--- config.mk ---
export PLATFORM = sky130hd
export DESIGN_NAME = sync_ram_dp_flat
export DESIGN_NICKNAME = d
export VERILOG_FILES = /design/src/rtl/sync_ram_pkg.sv /design/src/rtl/sync_ram_dp_if.sv /design/src/rtl/sync_ram_clr.sv /design/src/rtl/sync_ram_dp.sv /design/src/flat_wrapper.sv
export SDC_FILE = /design/constraint.sdc
export NUM_CORES = 1
export LEC_CHECK = 0
export CAP_MARGIN = 40
export CORE_MARGIN = 4
export CORE_UTILIZATION = 50
export CTS_CLUSTER_DIAMETER = 120
export DETAILED_ROUTE_END_ITERATION = 10
export PLACE_DENSITY_LB_ADDON = 0.25
export SLEW_MARGIN = 20
export SYNTH_ARGS = -nofsm -noshare
export SYNTH_HDL_FRONTEND = slang
export SYNTH_HIERARCHICAL = 1
export SYNTH_SLANG_ARGS = --single-unit
--- constraint.sdc ---
create_clock -name clk -period 4.4 [get_ports clk]
set_clock_uncertainty 0.15 [all_clocks]
set_input_delay 0.88 -clock clk [delete_from_list [all_inputs] [get_ports clk]]
set_output_delay 0.88 -clock clk [all_outputs]
set_load 0.005 [all_outputs]
--- src/rtl/sync_ram_pkg.sv ---
// Shared types for the dual-port RAM: clear-sequencer state and collision policy codes.
package sync_ram_pkg;

    typedef enum logic {
        CLR = 1'b0,
        RUN = 1'b1
    } state_t;

    localparam int RD_FIRST = 0;
    localparam int WR_FIRST = 1;

    function automatic logic byte_par(input logic [7:0] b);
        return ^b;
    endfunction

endpackage

--- src/rtl/sync_ram_dp_if.sv ---
// Port bundle for sync_ram_dp; rd_perr exists only when SYNC_RAM_DP_PARITY_EN is defined.
interface sync_ram_dp_if #(
    parameter int DATA_W = 8,
    parameter int ADDR_W = 3
);
    logic                  wr_en;
    logic [ADDR_W-1:0]     wr_addr;
    logic [DATA_W-1:0]     wr_data;
    logic [DATA_W/8-1:0]   wr_be;
    logic                  rd_en;
    logic [ADDR_W-1:0]     rd_addr;
    logic [DATA_W-1:0]     rd_data;
    logic                  rd_valid;
    logic                  init_busy;
`ifdef SYNC_RAM_DP_PARITY_EN
    logic                  rd_perr;
`endif

    modport master (
        output wr_en, wr_addr, wr_data, wr_be, rd_en, rd_addr,
`ifdef SYNC_RAM_DP_PARITY_EN
        input  rd_perr,
`endif
        input  rd_data, rd_valid, init_busy
    );

    modport slave (
        input  wr_en, wr_addr, wr_data, wr_be, rd_en, rd_addr,
`ifdef SYNC_RAM_DP_PARITY_EN
        output rd_perr,
`endif
        output rd_data, rd_valid, init_busy
    );

endinterface

--- src/rtl/sync_ram_clr.sv ---
// Clear sequencer: walks addresses 0..DEPTH-1 once after reset, then parks in RUN.
// Latency: CLR lasts exactly DEPTH cycles after reset release.
// Backpressure: none; the RAM ignores user traffic while init_busy is high.
module sync_ram_clr
    import sync_ram_pkg::*;
#(
    parameter int ADDR_W = 3
) (
    input  logic              clk,
    input  logic              rst_n,
    output state_t            state,
    output logic [ADDR_W-1:0] clr_addr,
    output logic              clr_we,
    output logic              init_busy
);
    localparam logic [ADDR_W-1:0] LAST_ADDR = {ADDR_W{1'b1}};

    state_t            state_nxt;
    logic [ADDR_W-1:0] ptr;
    logic [ADDR_W-1:0] ptr_nxt;

    always_ff @(posedge clk or negedge rst_n) begin
        if (!rst_n) begin
            state <= CLR;
            ptr   <= '0;
        end else begin
            state <= state_nxt;
            ptr   <= ptr_nxt;
        end
    end

    always_comb begin
        state_nxt = state;
        ptr_nxt   = ptr;
        case (state)
            CLR: begin
                ptr_nxt = ptr + 1'b1;
                if (ptr == LAST_ADDR)
                    state_nxt = RUN;
            end
            RUN:     state_nxt = RUN;
            default: state_nxt = CLR;
        endcase
    end

    always_comb begin
        clr_we    = (state == CLR);
        init_busy = (state == CLR);
        clr_addr  = ptr;
    end

endmodule

--- src/rtl/sync_ram_dp.sv ---
// One-write/one-read synchronous RAM with byte enables and self-clear after reset.
// Latency: 1 cycle read; same-address collision resolved by RD_MODE (0 old data, 1 new data).
// Backpressure: none; optional per-byte parity via SYNC_RAM_DP_PARITY_EN.
module sync_ram_dp
    import sync_ram_pkg::*;
#(
    parameter int                DATA_W    = 8,
    parameter int                ADDR_W    = 3,
    parameter int                RD_MODE   = RD_FIRST,
    parameter logic [DATA_W-1:0] CLEAR_VAL = '0
) (
    input logic          clk,
    input logic          rst_n,
    sync_ram_dp_if.slave bus
);
    localparam int DEPTH = 2**ADDR_W;
    localparam int NB    = DATA_W / 8;

    state_t            state;
    logic [ADDR_W-1:0] clr_addr;
    logic              clr_we;
    logic              init_busy;
    logic              run;

    sync_ram_clr #(.ADDR_W(ADDR_W)) u_clr (
        .clk       (clk),
        .rst_n     (rst_n),
        .state     (state),
        .clr_addr  (clr_addr),
        .clr_we    (clr_we),
        .init_busy (init_busy)
    );

    assign run           = (state == RUN);
    assign bus.init_busy = init_busy;

    // Storage has no reset network; the clear sequence is the only initialiser.
    logic [DATA_W-1:0] mem [DEPTH];
    logic [DATA_W-1:0] rd_next;
    logic              collide;
    logic [DATA_W-1:0] rd_data_q;
    logic              rd_valid_q;

    assign collide = bus.wr_en && (bus.wr_addr == bus.rd_addr);

    always_comb begin
        rd_next = mem[bus.rd_addr];
        if (RD_MODE == WR_FIRST && collide) begin
            for (int b = 0; b < NB; b++)
                if (bus.wr_be[b]) rd_next[8*b +: 8] = bus.wr_data[8*b +: 8];
        end
    end

    always_ff @(posedge clk) begin
        if (clr_we) begin
            mem[clr_addr] <= CLEAR_VAL;
        end else if (run && bus.wr_en) begin
            for (int b = 0; b < NB; b++)
                if (bus.wr_be[b]) mem[bus.wr_addr][8*b +: 8] <= bus.wr_data[8*b +: 8];
        end
    end

`ifdef SYNC_RAM_DP_PARITY_EN
    logic [NB-1:0] par [DEPTH];
    logic [NB-1:0] clr_par;
    logic [NB-1:0] rd_par_next;
    logic          perr_next;
    logic          rd_perr_q;

    always_comb begin
        clr_par = '0;
        for (int b = 0; b < NB; b++) clr_par[b] = byte_par(CLEAR_VAL[8*b +: 8]);
    end

    // Bypassed bytes carry freshly computed parity, matching what gets stored.
    always_comb begin
        rd_par_next = par[bus.rd_addr];
        if (RD_MODE == WR_FIRST && collide) begin
            for (int b = 0; b < NB; b++)
                if (bus.wr_be[b]) rd_par_next[b] = byte_par(bus.wr_data[8*b +: 8]);
        end
        perr_next = 1'b0;
        for (int b = 0; b < NB; b++)
            perr_next = perr_next | (rd_par_next[b] ^ byte_par(rd_next[8*b +: 8]));
    end

    always_ff @(posedge clk) begin
        if (clr_we) begin
            par[clr_addr] <= clr_par;
        end else if (run && bus.wr_en) begin
            for (int b = 0; b < NB; b++)
                if (bus.wr_be[b]) par[bus.wr_addr][b] <= byte_par(bus.wr_data[8*b +: 8]);
        end
    end

    always_ff @(posedge clk or negedge rst_n) begin
        if (!rst_n)                 rd_perr_q <= 1'b0;
        else if (run && bus.rd_en)  rd_perr_q <= perr_next;
    end

    assign bus.rd_perr = rd_perr_q;
`endif

    always_ff @(posedge clk or negedge rst_n) begin
        if (!rst_n) begin
            rd_data_q  <= '0;
            rd_valid_q <= 1'b0;
        end else begin
            rd_valid_q <= run && bus.rd_en;
            if (run && bus.rd_en) rd_data_q <= rd_next;
        end
    end

    assign bus.rd_data  = rd_data_q;
    assign bus.rd_valid = rd_valid_q;

endmodule

--- src/flat_wrapper.sv ---
// flat-port wrapper written by rule: the top's interface ports become plain ports
module sync_ram_dp_flat import sync_ram_pkg::*;
#(
    parameter int                DATA_W    = 8,
    parameter int                ADDR_W    = 3,
    parameter int                RD_MODE   = RD_FIRST,
    parameter logic [DATA_W-1:0] CLEAR_VAL = '0
)
  (clk, rst_n, bus_wr_en, bus_wr_addr, bus_wr_data, bus_wr_be, bus_rd_en, bus_rd_addr, bus_rd_data, bus_rd_valid, bus_init_busy);
  sync_ram_dp_if #(.DATA_W(DATA_W), .ADDR_W(ADDR_W)) bus_i ();
  input logic clk;
  input logic rst_n;
  input wire logic [$bits(bus_i.wr_en)-1:0] bus_wr_en;
  input wire logic [$bits(bus_i.wr_addr)-1:0] bus_wr_addr;
  input wire logic [$bits(bus_i.wr_data)-1:0] bus_wr_data;
  input wire logic [$bits(bus_i.wr_be)-1:0] bus_wr_be;
  input wire logic [$bits(bus_i.rd_en)-1:0] bus_rd_en;
  input wire logic [$bits(bus_i.rd_addr)-1:0] bus_rd_addr;
  output wire logic [$bits(bus_i.rd_data)-1:0] bus_rd_data;
  output wire logic [$bits(bus_i.rd_valid)-1:0] bus_rd_valid;
  output wire logic [$bits(bus_i.init_busy)-1:0] bus_init_busy;
  assign bus_i.wr_en = bus_wr_en;
  assign bus_i.wr_addr = bus_wr_addr;
  assign bus_i.wr_data = bus_wr_data;
  assign bus_i.wr_be = bus_wr_be;
  assign bus_i.rd_en = bus_rd_en;
  assign bus_i.rd_addr = bus_rd_addr;
  assign bus_rd_data = bus_i.rd_data;
  assign bus_rd_valid = bus_i.rd_valid;
  assign bus_init_busy = bus_i.init_busy;
  sync_ram_dp #(.DATA_W(DATA_W), .ADDR_W(ADDR_W), .RD_MODE(RD_MODE), .CLEAR_VAL(CLEAR_VAL)) u_core (.clk(clk), .rst_n(rst_n), .bus(bus_i));
endmodule
==> parameters.txt, run 1 <==
Parameter                              Value

STA
  Final number of max-transition violations ... 0
  Post-route setup slack ... 1650 ps
  Final sum of negative setup slack ... 0 ps
  Endpoints failing setup ... 0
  Tcrit/Tclk final ... 62.5%
  Setup repair after global routing missed its margin ... no
  Max-slew headroom ... 53.5%
  Minimum clock period ... 2750 ps
  Peak clock frequency supported by timing ... 364 MHz
  Slew @ Worst Pin ... 695 ps
  Final hold viol count ... 0

Clocking
  Hold-fix buffers at CTS ... 0
  Clock-pin slew on the worst setup and hold paths ... 80 ps
  Number of buffers inserted by post-CTS setup repair ... 0
  TritonCTS clock tree ... yes
  Clock Latency Late Sink ... 340 ps
  H-tree levels ... 3
  TritonCTS sink count ... 77
  Root buffer selected by CTS ... sky130_fd_sc_hd__clkbuf_8
  Max Buffers Root-to-Sink ... 2
  Post-cts resize count ... 0
  TritonCTS Buffers ... 9

Final layout
  # diodes ... 0
  Synthesis-to-layout area growth ... 18.4%
  Share of post-route cells with drive strength above 1 ... 20.1%
  Number of fill cells ... 463
  Final nets ... 250

Setup path
  Worst path arrival time ... 2650 ps
  Critical Path Max Stage Delay ... 500 ps
  Slowest stage cell on the critical path ... sky130_fd_sc_hd__clkdlybuf4s50_1
  Critical Setup Path Class ... input pin to flip-flop
  Category of the worst setup path capture point ... flip-flop
  Crit-path leading delay family ... simple AND/OR/NAND/NOR gates
  Crit start category ... input pin
  Required time at the endpoint of the critical path ... 4300 ps
  Buf+Inv Stages, Crit Path ... 2
  CP max FO ... 12
  List of cells traversed by the critical path ... clkdlybuf4s50_1, and4b_4, mux2i_1, nor3_1, buf_2

Yosys
  Count of flip-flops with a built-in enable after synthesis ... 64
  Average instance area after synthesis ... 16.5 µm²
  Yosys reg bits ... 77
  Number of synthesis warnings ... 6
  Netlist area before placement ... 3140 µm²
  Main synth FF type ... sky130_fd_sc_hd__edfxtp_1
  Async set-or-reset flop fraction in the synthesized netlist ... 16.9%
  Total nets after synthesis ... 211
  Proportion of synthesized chip area in sequential cells ... 71.5%
  Post-synthesis instance total ... 190
  Count of different cell masters after synthesis ... 25

Flow run
  Max Cap Violations ... 0

Floorplan
  Count of pins on the block boundary ... 29
  Number of placement rows ... 28
  Floorplan die area ... 7620 µm²
  Placeable core area ... 6030 µm²
  Initial cell density of the core ... 52.1%
  Die width ... 87.3 µm
  Die boundary height ... 87.3 µm

Pwr
  Reg power frac ... 55.3%
  Power density relative to cell area ... 390 nW/µm²
  Combinational cell fraction of total power ... 7.3%
  Leakage power total ... 1.45 nW
  VDD IR max ... 0.235 mV
  Switching Fraction ... 22.0%
  Switching power ... 0.319 mW
  Internal power ... 1.13 mW
  Share of total power in the clock network ... 37.4%
  Total power ... 1.45 mW

Global routing
  Global-route wire length before repair ... 9780 µm
  Initial antenna violation count ... 0
  Global route overflow ... 0
  Via count of the first global-routing pass ... 1770
  Global-route usage over all layers ... 18.1%
  Pin count of the biggest net entering global routing ... 33

Route
  Met2 Routed Length ... 3100 µm
  Highest metal layer with signal wires ... met4
  First-iteration detailed-routing DRC count ... 161
  1st-pass router iterations ... 4
  Overall via count from detail_route ... 1738
  Post-route DRC violation count ... 0
  Sum of routed wire length over all layers ... 6240 µm
  Per-cell via count in the routed design ... 5.62
  ANT nets after route ... 0
  Met1 wire length ... 2810 µm
  Wire length on met3 ... 204 µm
  Routed len/inst ... 20.2 µm

Placement
  Worst slack at placement ... 1280 ps
  Input/output buffers ... 28
  Post-detailed-placement half-perimeter wirelength ... 4300 µm
  Placer's final routability congestion estimate ... 0.769

Status
  Outcome ... complete, no violations

Hold path
  Worst hold-check path type ... flip-flop to flip-flop
[per-layer routing]
layer | GRT usage [%] | vias to the layer above
met5 | 0 | -
met4 | 8.65 | 0
met3 | 3.69 | 11
met2 | 28.0 | 37
met1 | 24.5 | 875
li1 | - | 815
[area by class of cell]
cell class	instances	area [µm²]	area share (%)
Timing Repair Buffer	37	343	9.22
Sequential cell	77	2250	60.4
Multi-Input combinational cell	102	820	22.0
Tap cell	75	93.8	2.52
Clock buffer	10	138	3.70
Clock inverter	6	70.1	1.88
Inverter	2	7.51	0.202
[cells in the final DEF, fill, tap and decap left out]
| cell | synthesis | layout |
|---|---|---|
| sky130_fd_sc_hd__a22o_1 | 8 | 8 |
| sky130_fd_sc_hd__a41oi_1 | 1 | 1 |
| sky130_fd_sc_hd__and2_1 | 8 | 8 |
| sky130_fd_sc_hd__and4b_4 | 1 | 1 |
| sky130_fd_sc_hd__buf_2 | 0 | 2 |
| sky130_fd_sc_hd__buf_4 | 3 | 7 |
| sky130_fd_sc_hd__bufinv_16 | 0 | 1 |
| sky130_fd_sc_hd__clkbuf_8 | 0 | 10 |
| sky130_fd_sc_hd__clkdlybuf4s50_1 | 0 | 28 |
| sky130_fd_sc_hd__clkinv_4 | 0 | 1 |
| sky130_fd_sc_hd__clkinvlp_4 | 0 | 3 |
| sky130_fd_sc_hd__dfrtp_1 | 13 | 13 |
| sky130_fd_sc_hd__edfxtp_1 | 64 | 64 |
| sky130_fd_sc_hd__ha_1 | 2 | 2 |
| sky130_fd_sc_hd__inv_1 | 2 | 2 |
| sky130_fd_sc_hd__inv_6 | 0 | 1 |
| sky130_fd_sc_hd__mux2_2 | 20 | 20 |
| sky130_fd_sc_hd__mux2i_1 | 18 | 18 |
| sky130_fd_sc_hd__nand2_1 | 11 | 11 |
| sky130_fd_sc_hd__nand2b_1 | 1 | 1 |
| sky130_fd_sc_hd__nand4_1 | 1 | 1 |
| sky130_fd_sc_hd__nor2_1 | 2 | 2 |
| sky130_fd_sc_hd__nor2b_1 | 2 | 2 |
| sky130_fd_sc_hd__nor3_1 | 8 | 8 |
| sky130_fd_sc_hd__o21a_1 | 1 | 1 |
| sky130_fd_sc_hd__o22ai_1 | 8 | 8 |
| sky130_fd_sc_hd__o31ai_1 | 8 | 8 |
| sky130_fd_sc_hd__or2_2 | 1 | 1 |
| sky130_fd_sc_hd__xnor2_1 | 1 | 1 |
[power groups by stage]
| stage | clock (mW) | sequential [mW] | combinational (mW) |
|---|---|---|---|
| 6_report | 0.543 | 0.803 | 0.106 |
| 3_3_place_gp | 0 | 0.819 | 0.103 |
| 5_1_grt | 0.584 | 0.804 | 0.115 |
| 4_1_cts | 0.552 | 0.803 | 0.107 |
| 2_1_floorplan | 0 | 0.820 | 0.0526 |
| 3_5_place_dp | 0 | 0.820 | 0.106 |
[registers in the layout (all words and copies together) (netlist names)]
signal,cells
u_core/u_clr/clr_addr,3
u_core/u_clr/state,1
u_core/bus.rd_data,8
u_core/bus.rd_valid,1
u_core/mem,64
[per-stage QoR]
step / util [%] / hold slack, ps / instances / instance area [µm²]
global route: 61.7 / 350 / 309 / 3720
global placement: 58.1 / 310 / 291 / 3500
CTS: 61.7 / 342 / 309 / 3720
finish: 61.7 / 333 / 309 / 3720
floorplan: - / 323 / 190 / 3140
detailed placement: 58.3 / 324 / 293 / 3510
[worst min-delay path, stage by stage, from the launching register on]
cell and delay [ps]:
sky130_fd_sc_hd__dfrtp_1 350, sky130_fd_sc_hd__nand2_1 50, sky130_fd_sc_hd__o31ai_1 50
[cell usage after synthesis, types with 2 or more instances]
master                      n  share of area [%]
sky130_fd_sc_hd__a22o_1     8                2.2
sky130_fd_sc_hd__and2_1     8                1.6
sky130_fd_sc_hd__buf_1      2               0.24
sky130_fd_sc_hd__buf_4      3               0.72
sky130_fd_sc_hd__buf_6      3                1.1
sky130_fd_sc_hd__dfrtp_1   13                 10
sky130_fd_sc_hd__edfxtp_1  64                 61
sky130_fd_sc_hd__ha_1       2               0.80
sky130_fd_sc_hd__inv_1      2               0.24
sky130_fd_sc_hd__mux2_2    20                7.2
sky130_fd_sc_hd__mux2i_1   18                5.7
sky130_fd_sc_hd__nand2_1   11                1.3
sky130_fd_sc_hd__nor2_1     2               0.24
sky130_fd_sc_hd__nor2b_1    2               0.40
sky130_fd_sc_hd__nor3_1     8                1.3
sky130_fd_sc_hd__o22ai_1    8                1.6
sky130_fd_sc_hd__o31ai_1    8                1.9
[cells by family after synthesis]
kind of cell | Yosys count | share of synthesized area (%)
compound gates | 26 | 6.25
xor+xnor | 1 | 0.279
fa+ha+maj | 2 | 0.796
buf+inv | 11 | 2.39
flops | 77 | 71.5
mux | 38 | 12.9
simple gates | 35 | 5.85
[worst paths after layout]
path | slack (ps) | endpoint | startpoint | depth (start not counted)
max in group asynchronous | 2860 | u_core/u_clr/clr_addr[2] | rst_n | 1
worst min register to register | 330 | u_core/bus.rd_data[5] | u_core/bus.rd_data[5] | 2
min in group asynchronous | 800 | u_core/bus.rd_data[3] | rst_n | 1
worst min-delay path | 330 | u_core/bus.rd_data[5] | u_core/bus.rd_data[5] | 2
worst max-delay path | 1650 | u_core/mem[7][1] | bus_wr_en | 5
worst max register to register | 1890 | u_core/mem[7][1] | u_core/u_clr/state | 5
Power figures use the tool's default switching activity.
==> inputs of run 2 (changes only) <==
==> constraint.sdc (replaced) <==
create_clock -name clk -period 2.4 [get_ports clk]
set_clock_uncertainty 0.15 [all_clocks]
set_input_delay 0.48 -clock clk [delete_from_list [all_inputs] [get_ports clk]]
set_output_delay 0.48 -clock clk [all_outputs]
set_load 0.005 [all_outputs]
==> run 2 against run 1 <==
  * Flip-flop and latch count unchanged
  * Via count is 0.69% higher
  * Die area stayed put
  * Clock power rose by 75%
  * Critical path depth stayed put
  * Combinational power increased by 89%
  * Hold slack worse by 3.2 ps
  * Clock-buffer cell count up 2
  * Wire length rose by 1.8%
  * Final area increased by 1.0%
  * Largest power group unchanged
==> parameters.txt, run 2 (synthesized netlist as in run 1, its figures left out) <==
Parameter                              Value

Status
  Outcome ... complete, no violations

Final layout
  Most common library cell in the layout ignoring fill and taps ... sky130_fd_sc_hd__edfxtp_1
  Final nets ... 254
  Share of post-route cells with drive strength above 1 ... 21.0%
  Commonest cells after routing, fill and taps aside ... sky130_fd_sc_hd__edfxtp_1 (64), sky130_fd_sc_hd__clkdlybuf4s50_1 (28), sky130_fd_sc_hd__mux2_2 (20)
  Largest register by flop count ... u_core/mem
  # diodes ... 0
  Number of flip-flops under the largest register name ... 64
  Number of fill cells ... 458
  Final cell count without fillers ... 313
  Synthesis-to-layout area growth ... 19.6%

Floorplan
  Die boundary height ... 87.3 µm
  Initial cell density of the core ... 52.1%
  Floorplan die area ... 7620 µm²
  Placeable core area ... 6030 µm²
  Die width ... 87.3 µm
  Number of placement rows ... 28
  Count of pins on the block boundary ... 29

Clocking
  TritonCTS sink count ... 77
  TritonCTS clock tree ... yes
  Post-cts resize count ... 0
  Root buffer selected by CTS ... sky130_fd_sc_hd__clkbuf_8
  Clock-pin slew on the worst setup and hold paths ... 70 ps
  Clock Latency Late Sink ... 350 ps
  Max Buffers Root-to-Sink ... 2
  TritonCTS Buffers ... 9
  Number of buffers inserted by post-CTS setup repair ... 0
  H-tree levels ... 3
  Hold-fix buffers at CTS ... 0

STA
  Final sum of negative setup slack ... 0 ps
  Max-slew headroom ... 60.8%
  Peak clock frequency supported by timing ... 459 MHz
  Slew @ Worst Pin ... 586 ps
  Final number of max-transition violations ... 0
  Post-route setup slack ... 221 ps
  Endpoints failing setup ... 0
  Setup repair after global routing missed its margin ... no
  Tcrit/Tclk final ... 90.8%
  Minimum clock period ... 2180 ps
  Final hold viol count ... 0

Global routing
  Via count of the first global-routing pass ... 1757
  Initial antenna violation count ... 0
  Global route overflow ... 0
  Pin count of the biggest net entering global routing ... 33
  Global-route wire length before repair ... 9340 µm
  Global-route usage over all layers ... 17.8%

Pwr
  VDD IR max ... 0.550 mV
  Leakage power total ... 1.48 nW
  Power density relative to cell area ... 699 nW/µm²
  Total power ... 2.62 mW

Setup path
  Critical Setup Path Class ... input pin to flip-flop
  Reg2Reg Depth ... 5
  Worst path arrival time ... 2080 ps
  Slowest stage cell on the critical path ... sky130_fd_sc_hd__clkdlybuf4s50_1
  Endpoint of the worst-slack reg-to-reg timing path ... u_core/mem[1][5]
  CP max FO ... 8
  Worst setup slack for register-to-register paths ... 300 ps
  List of cells traversed by the critical path ... clkdlybuf4s50_1, and4b_4, mux2_2, nor3_1, buf_4
  Crit start category ... input pin
  Critical Path Max Stage Delay ... 510 ps
  Category of the worst setup path capture point ... flip-flop
  Crit-path leading delay family ... buffers and inverters
  Crit Reg-Reg Startpoint ... u_core/u_clr/state
  Cell depth of the worst setup path ... 5
  Required time at the endpoint of the critical path ... 2300 ps
  Buf+Inv Stages, Crit Path ... 2

Route
  1st-pass router iterations ... 4
  First-iteration detailed-routing DRC count ... 111
  Sum of routed wire length over all layers ... 6360 µm
  Routed len/inst ... 20.3 µm
  Overall via count from detail_route ... 1750
  Per-cell via count in the routed design ... 5.59
  Post-route DRC violation count ... 0
  ANT nets after route ... 0

Hold path
  HP Start ... u_core/bus.rd_data[1]
  Hold Path Sink ... u_core/bus.rd_data[1]
  Count of cells along the worst hold path ... 2
  Worst hold-check path type ... flip-flop to flip-flop

Placement
  Placed cell count ... 297
  Placer's final routability congestion estimate ... 0.861
  Post-detailed-placement half-perimeter wirelength ... 4420 µm
  Worst slack at placement ... -100 ps
  Input/output buffers ... 28

Flow run
  Max Cap Violations ... 0
run 2: cell count changes in the layout (fill, tap and decap cells not counted), moves of 2 or more:
cell,change
sky130_fd_sc_hd__buf_2,-2
sky130_fd_sc_hd__clkinv_2,+2
sky130_fd_sc_hd__buf_4,+5
sky130_fd_sc_hd__clkbuf_1,+2
sky130_fd_sc_hd__clkinvlp_4,-2
run 2: report_power, final:
group	internal, mW	leakage [nW]	total [mW]	switching [mW]
Sequential	1.46	0.841	1.47	0.00839
Clock	0.506	0.0964	0.952	0.446
Combinational	0.105	0.540	0.200	0.0945
run 2: final cells by class:
cell class                      instances  area [µm²]  area share, %
Sequential cell                        77        2250           59.8
Multi-Input combinational cell        102         825           22.0
Timing Repair Buffer                   41         390           10.4
Clock buffer                           12         145           3.86
Tap cell                               75        93.8           2.50
Clock inverter                          4        47.5           1.27
Inverter                                2        7.51          0.200
run 2: metal layers:
layer / track usage (%) / part of all wire (%) / routed length, µm
met1: 20.8 / 41 / 2580
met2: 30.0 / 52 / 3300
met3: 6.05 / 5.9 / 378
met4: 7.25 / 1.6 / 101
met5: 0 / 0 / 0
run 2: per-stage QoR:
step,area (µm²),util [%],hold WS (ps)
after floorplan,3150,-,34.4
after global placement,3560,59.1,312
after detailed placement,3560,59.1,315
after CTS,3760,62.3,332
after global routing,3760,62.3,362
final,3760,62.3,330
run 2: worst reg2reg max path, stage by stage (launching register included):
cell and delay, ps:
sky130_fd_sc_hd__dfrtp_1 370, sky130_fd_sc_hd__inv_1 110, sky130_fd_sc_hd__and4b_4 370, sky130_fd_sc_hd__mux2_2 380, sky130_fd_sc_hd__nor3_1 220, sky130_fd_sc_hd__buf_4 210
run 2: worst max-delay path by stage:
stage | end | slack (ps) | start
5_1_grt | u_core/mem[5][0] | 220 | bus_wr_en
3_5_place_dp | u_core/mem[1][0] | -100 | bus_wr_en
3_3_place_gp | u_core/mem[0][2] | -70 | bus_wr_en
4_1_cts | u_core/mem[1][5] | 240 | bus_wr_en
2_1_floorplan | u_core/mem[4][0] | -80 | u_core/u_clr/state
6_report | u_core/mem[1][5] | 220 | bus_wr_en
==> inputs of run 3 (changes only) <==
--- a/config.mk
+++ b/config.mk
@@ -5,9 +5,10 @@
 export SDC_FILE = /design/constraint.sdc
 export NUM_CORES = 1
 export LEC_CHECK = 0
-export CAP_MARGIN = 40
+export CELL_PAD_IN_SITES_DETAIL_PLACEMENT = 0
+export CELL_PAD_IN_SITES_GLOBAL_PLACEMENT = 1
 export CORE_MARGIN = 4
-export CORE_UTILIZATION = 50
+export CORE_UTILIZATION = 43
 export CTS_CLUSTER_DIAMETER = 120
 export DETAILED_ROUTE_END_ITERATION = 10
 export PLACE_DENSITY_LB_ADDON = 0.25
==> run 3 against run 2 <==
  * Via count is 1.7% lower
  * Global-route usage is 2.3 points lower
  * Core utilization is 8.0 points lower
  * Final cell count is 6.7% higher
  * Maximum frequency is 2.0% lower
  * Critical path depth stayed put
  * First-iteration DRC count is 36% lower
  * Non-clock buffer count stayed put
  * Clock-buffer cell count is 2 lower
  * Hold slack better by 7.1 ps
  * Wire length is 3.2% lower
==> parameters.txt, run 3 (synthesized netlist as in run 1, its figures left out) <==
Parameter                              Value

Setup path
  Worst path arrival time ... 2120 ps
  Endpoint of the worst-slack reg-to-reg timing path ... u_core/mem[2][3]
  List of cells traversed by the critical path ... inv_1, and4b_4, mux2_2, nor3_1, buf_4
  Category of the worst setup path capture point ... flip-flop
  Critical Setup Path Class ... flip-flop to flip-flop
  Crit start category ... flip-flop
  Crit Reg-Reg Startpoint ... u_core/u_clr/state
  CP max FO ... 8
  Buf+Inv Stages, Crit Path ... 2
  Worst setup slack for register-to-register paths ... 180 ps
  Crit-path leading delay family ... simple AND/OR/NAND/NOR gates
  Required time at the endpoint of the critical path ... 2300 ps
  Reg2Reg Depth ... 5
  Critical Path Max Stage Delay ... 430 ps
  Slowest stage cell on the critical path ... sky130_fd_sc_hd__dfrtp_1

Clocking
  Clock-pin slew on the worst setup and hold paths ... 70 ps
  Number of buffers inserted by post-CTS setup repair ... 0
  Max Buffers Root-to-Sink ... 2
  TritonCTS clock tree ... yes
  Clock Latency Late Sink ... 340 ps
  Root buffer selected by CTS ... sky130_fd_sc_hd__clkbuf_8
  TritonCTS Buffers ... 9
  Hold-fix buffers at CTS ... 0
  TritonCTS sink count ... 77
  H-tree levels ... 3
  Post-cts resize count ... 0

Hold path
  Count of cells along the worst hold path ... 2
  Worst hold-check path type ... flip-flop to flip-flop
  HP Start ... u_core/bus.rd_data[5]
  Hold Path Sink ... u_core/bus.rd_data[5]

Global routing
  Global route overflow ... 0
  Global-route usage over all layers ... 15.5%
  Global-route wire length before repair ... 9880 µm
  Pin count of the biggest net entering global routing ... 33
  Initial antenna violation count ... 0
  Via count of the first global-routing pass ... 1860

Final layout
  Number of flip-flops under the largest register name ... 64
  # diodes ... 0
  Final nets ... 254
  Commonest cells after routing, fill and taps aside ... sky130_fd_sc_hd__edfxtp_1 (64), sky130_fd_sc_hd__clkdlybuf4s50_1 (28), sky130_fd_sc_hd__mux2_2 (20)
  Final core utilization ... 54.3%
  Largest register by flop count ... u_core/mem
  Final cell count without fillers ... 334
  Number of fill cells ... 578
  Share of post-route cells with drive strength above 1 ... 20.6%
  Sequential cell area ... 2250 µm²
  Most common library cell in the layout ignoring fill and taps ... sky130_fd_sc_hd__edfxtp_1
  Synthesis-to-layout area growth ... 20.1%
  Total area of multi-input combinational cells ... 825 µm²

Status
  Outcome ... complete, no violations

Route
  First-iteration detailed-routing DRC count ... 71
  Sum of routed wire length over all layers ... 6150 µm
  Per-cell via count in the routed design ... 5.15
  ANT nets after route ... 0
  1st-pass router iterations ... 4
  Overall via count from detail_route ... 1721
  Post-route DRC violation count ... 0
  Routed len/inst ... 18.4 µm

STA
  Final hold viol count ... 0
  Max-slew headroom ... 53.9%
  Setup repair after global routing missed its margin ... no
  Final number of max-transition violations ... 0
  Tcrit/Tclk final ... 92.7%
  Minimum clock period ... 2220 ps
  Slew @ Worst Pin ... 690 ps
  Hold slack ... 337 ps
  Peak clock frequency supported by timing ... 449 MHz
  Endpoints failing setup ... 0

Placement
  Placer's final routability congestion estimate ... 0.823
  Post-detailed-placement half-perimeter wirelength ... 4380 µm
  Placed cell count ... 318
  Input/output buffers ... 28

Pwr
  Power density relative to cell area ... 682 nW/µm²
  Leakage power total ... 1.47 nW
  VDD IR max ... 0.259 mV

Floorplan
  Floorplan die area ... 8740 µm²
  Initial cell density of the core ... 45.2%
  Die width ... 93.5 µm
  Placeable core area ... 6940 µm²
  Number of placement rows ... 30
  Count of pins on the block boundary ... 29
  Die boundary height ... 93.5 µm

Flow run
  Max Cap Violations ... 0
run 3: changes by cell type in the layout (fill, tap and decap cells not counted), sizes merged:
cell	change
clkinv	+2
clkbuf	-2
run 3: how the worst max path moves through the flow:
stage	startpoint	to	slack, ps	cells after the start
floorplan	u_core/u_clr/state	u_core/mem[4][0]	-80	4
global placement	bus_wr_en	u_core/mem[2][2]	-130	5
detailed placement	bus_wr_en	u_core/mem[2][5]	-180	5
CTS	u_core/u_clr/state	u_core/mem[2][7]	140	5
global route	u_core/u_clr/state	u_core/mem[2][3]	90	5
finish	u_core/u_clr/state	u_core/mem[2][3]	180	5
run 3: per-layer routing:
layer  global-route usage, %  vias to the layer above  wire length, µm
met4                    6.96                        0              116
li1                        -                      821                -
met1                    18.7                      838             2550
met5                       0                        -                0
met2                    26.6                       51             3150
met3                    3.46                       11              342
run 3: power by group:
group	internal (mW)	switching [mW]	total [mW]
combinational	0.105	0.0933	0.198
sequential	1.46	0.00912	1.47
clock	0.470	0.433	0.903
total	2.04	0.535	2.57
run 3: per-stage QoR:
stage	total power [mW]	setup WS (ps)	setup TNS, ps	cell area, µm²
floorplan	1.60	-77.5	-3050	3150
global placement	1.70	-129	-3090	3590
detailed placement	1.70	-184	-5990	3590
CTS	2.60	138	0	3770
global route	2.67	92.9	0	3770
finish	2.57	175	0	3770
run 3: final cells by class:
type	instances	share of cell area (%)
flip-flops and latches	77	59.6
multi-input cells	102	21.9
repair buffers	41	10.3
clock buffers	10	3.38
well taps	96	3.18
clock inverters	6	1.46
inverters	2	0.199
run 3: worst reg2reg max path: stages (launching register included):
cell,delay (ps)
sky130_fd_sc_hd__dfrtp_1,430
sky130_fd_sc_hd__inv_1,130
sky130_fd_sc_hd__and4b_4,370
sky130_fd_sc_hd__mux2_2,380
sky130_fd_sc_hd__nor3_1,250
sky130_fd_sc_hd__buf_4,220
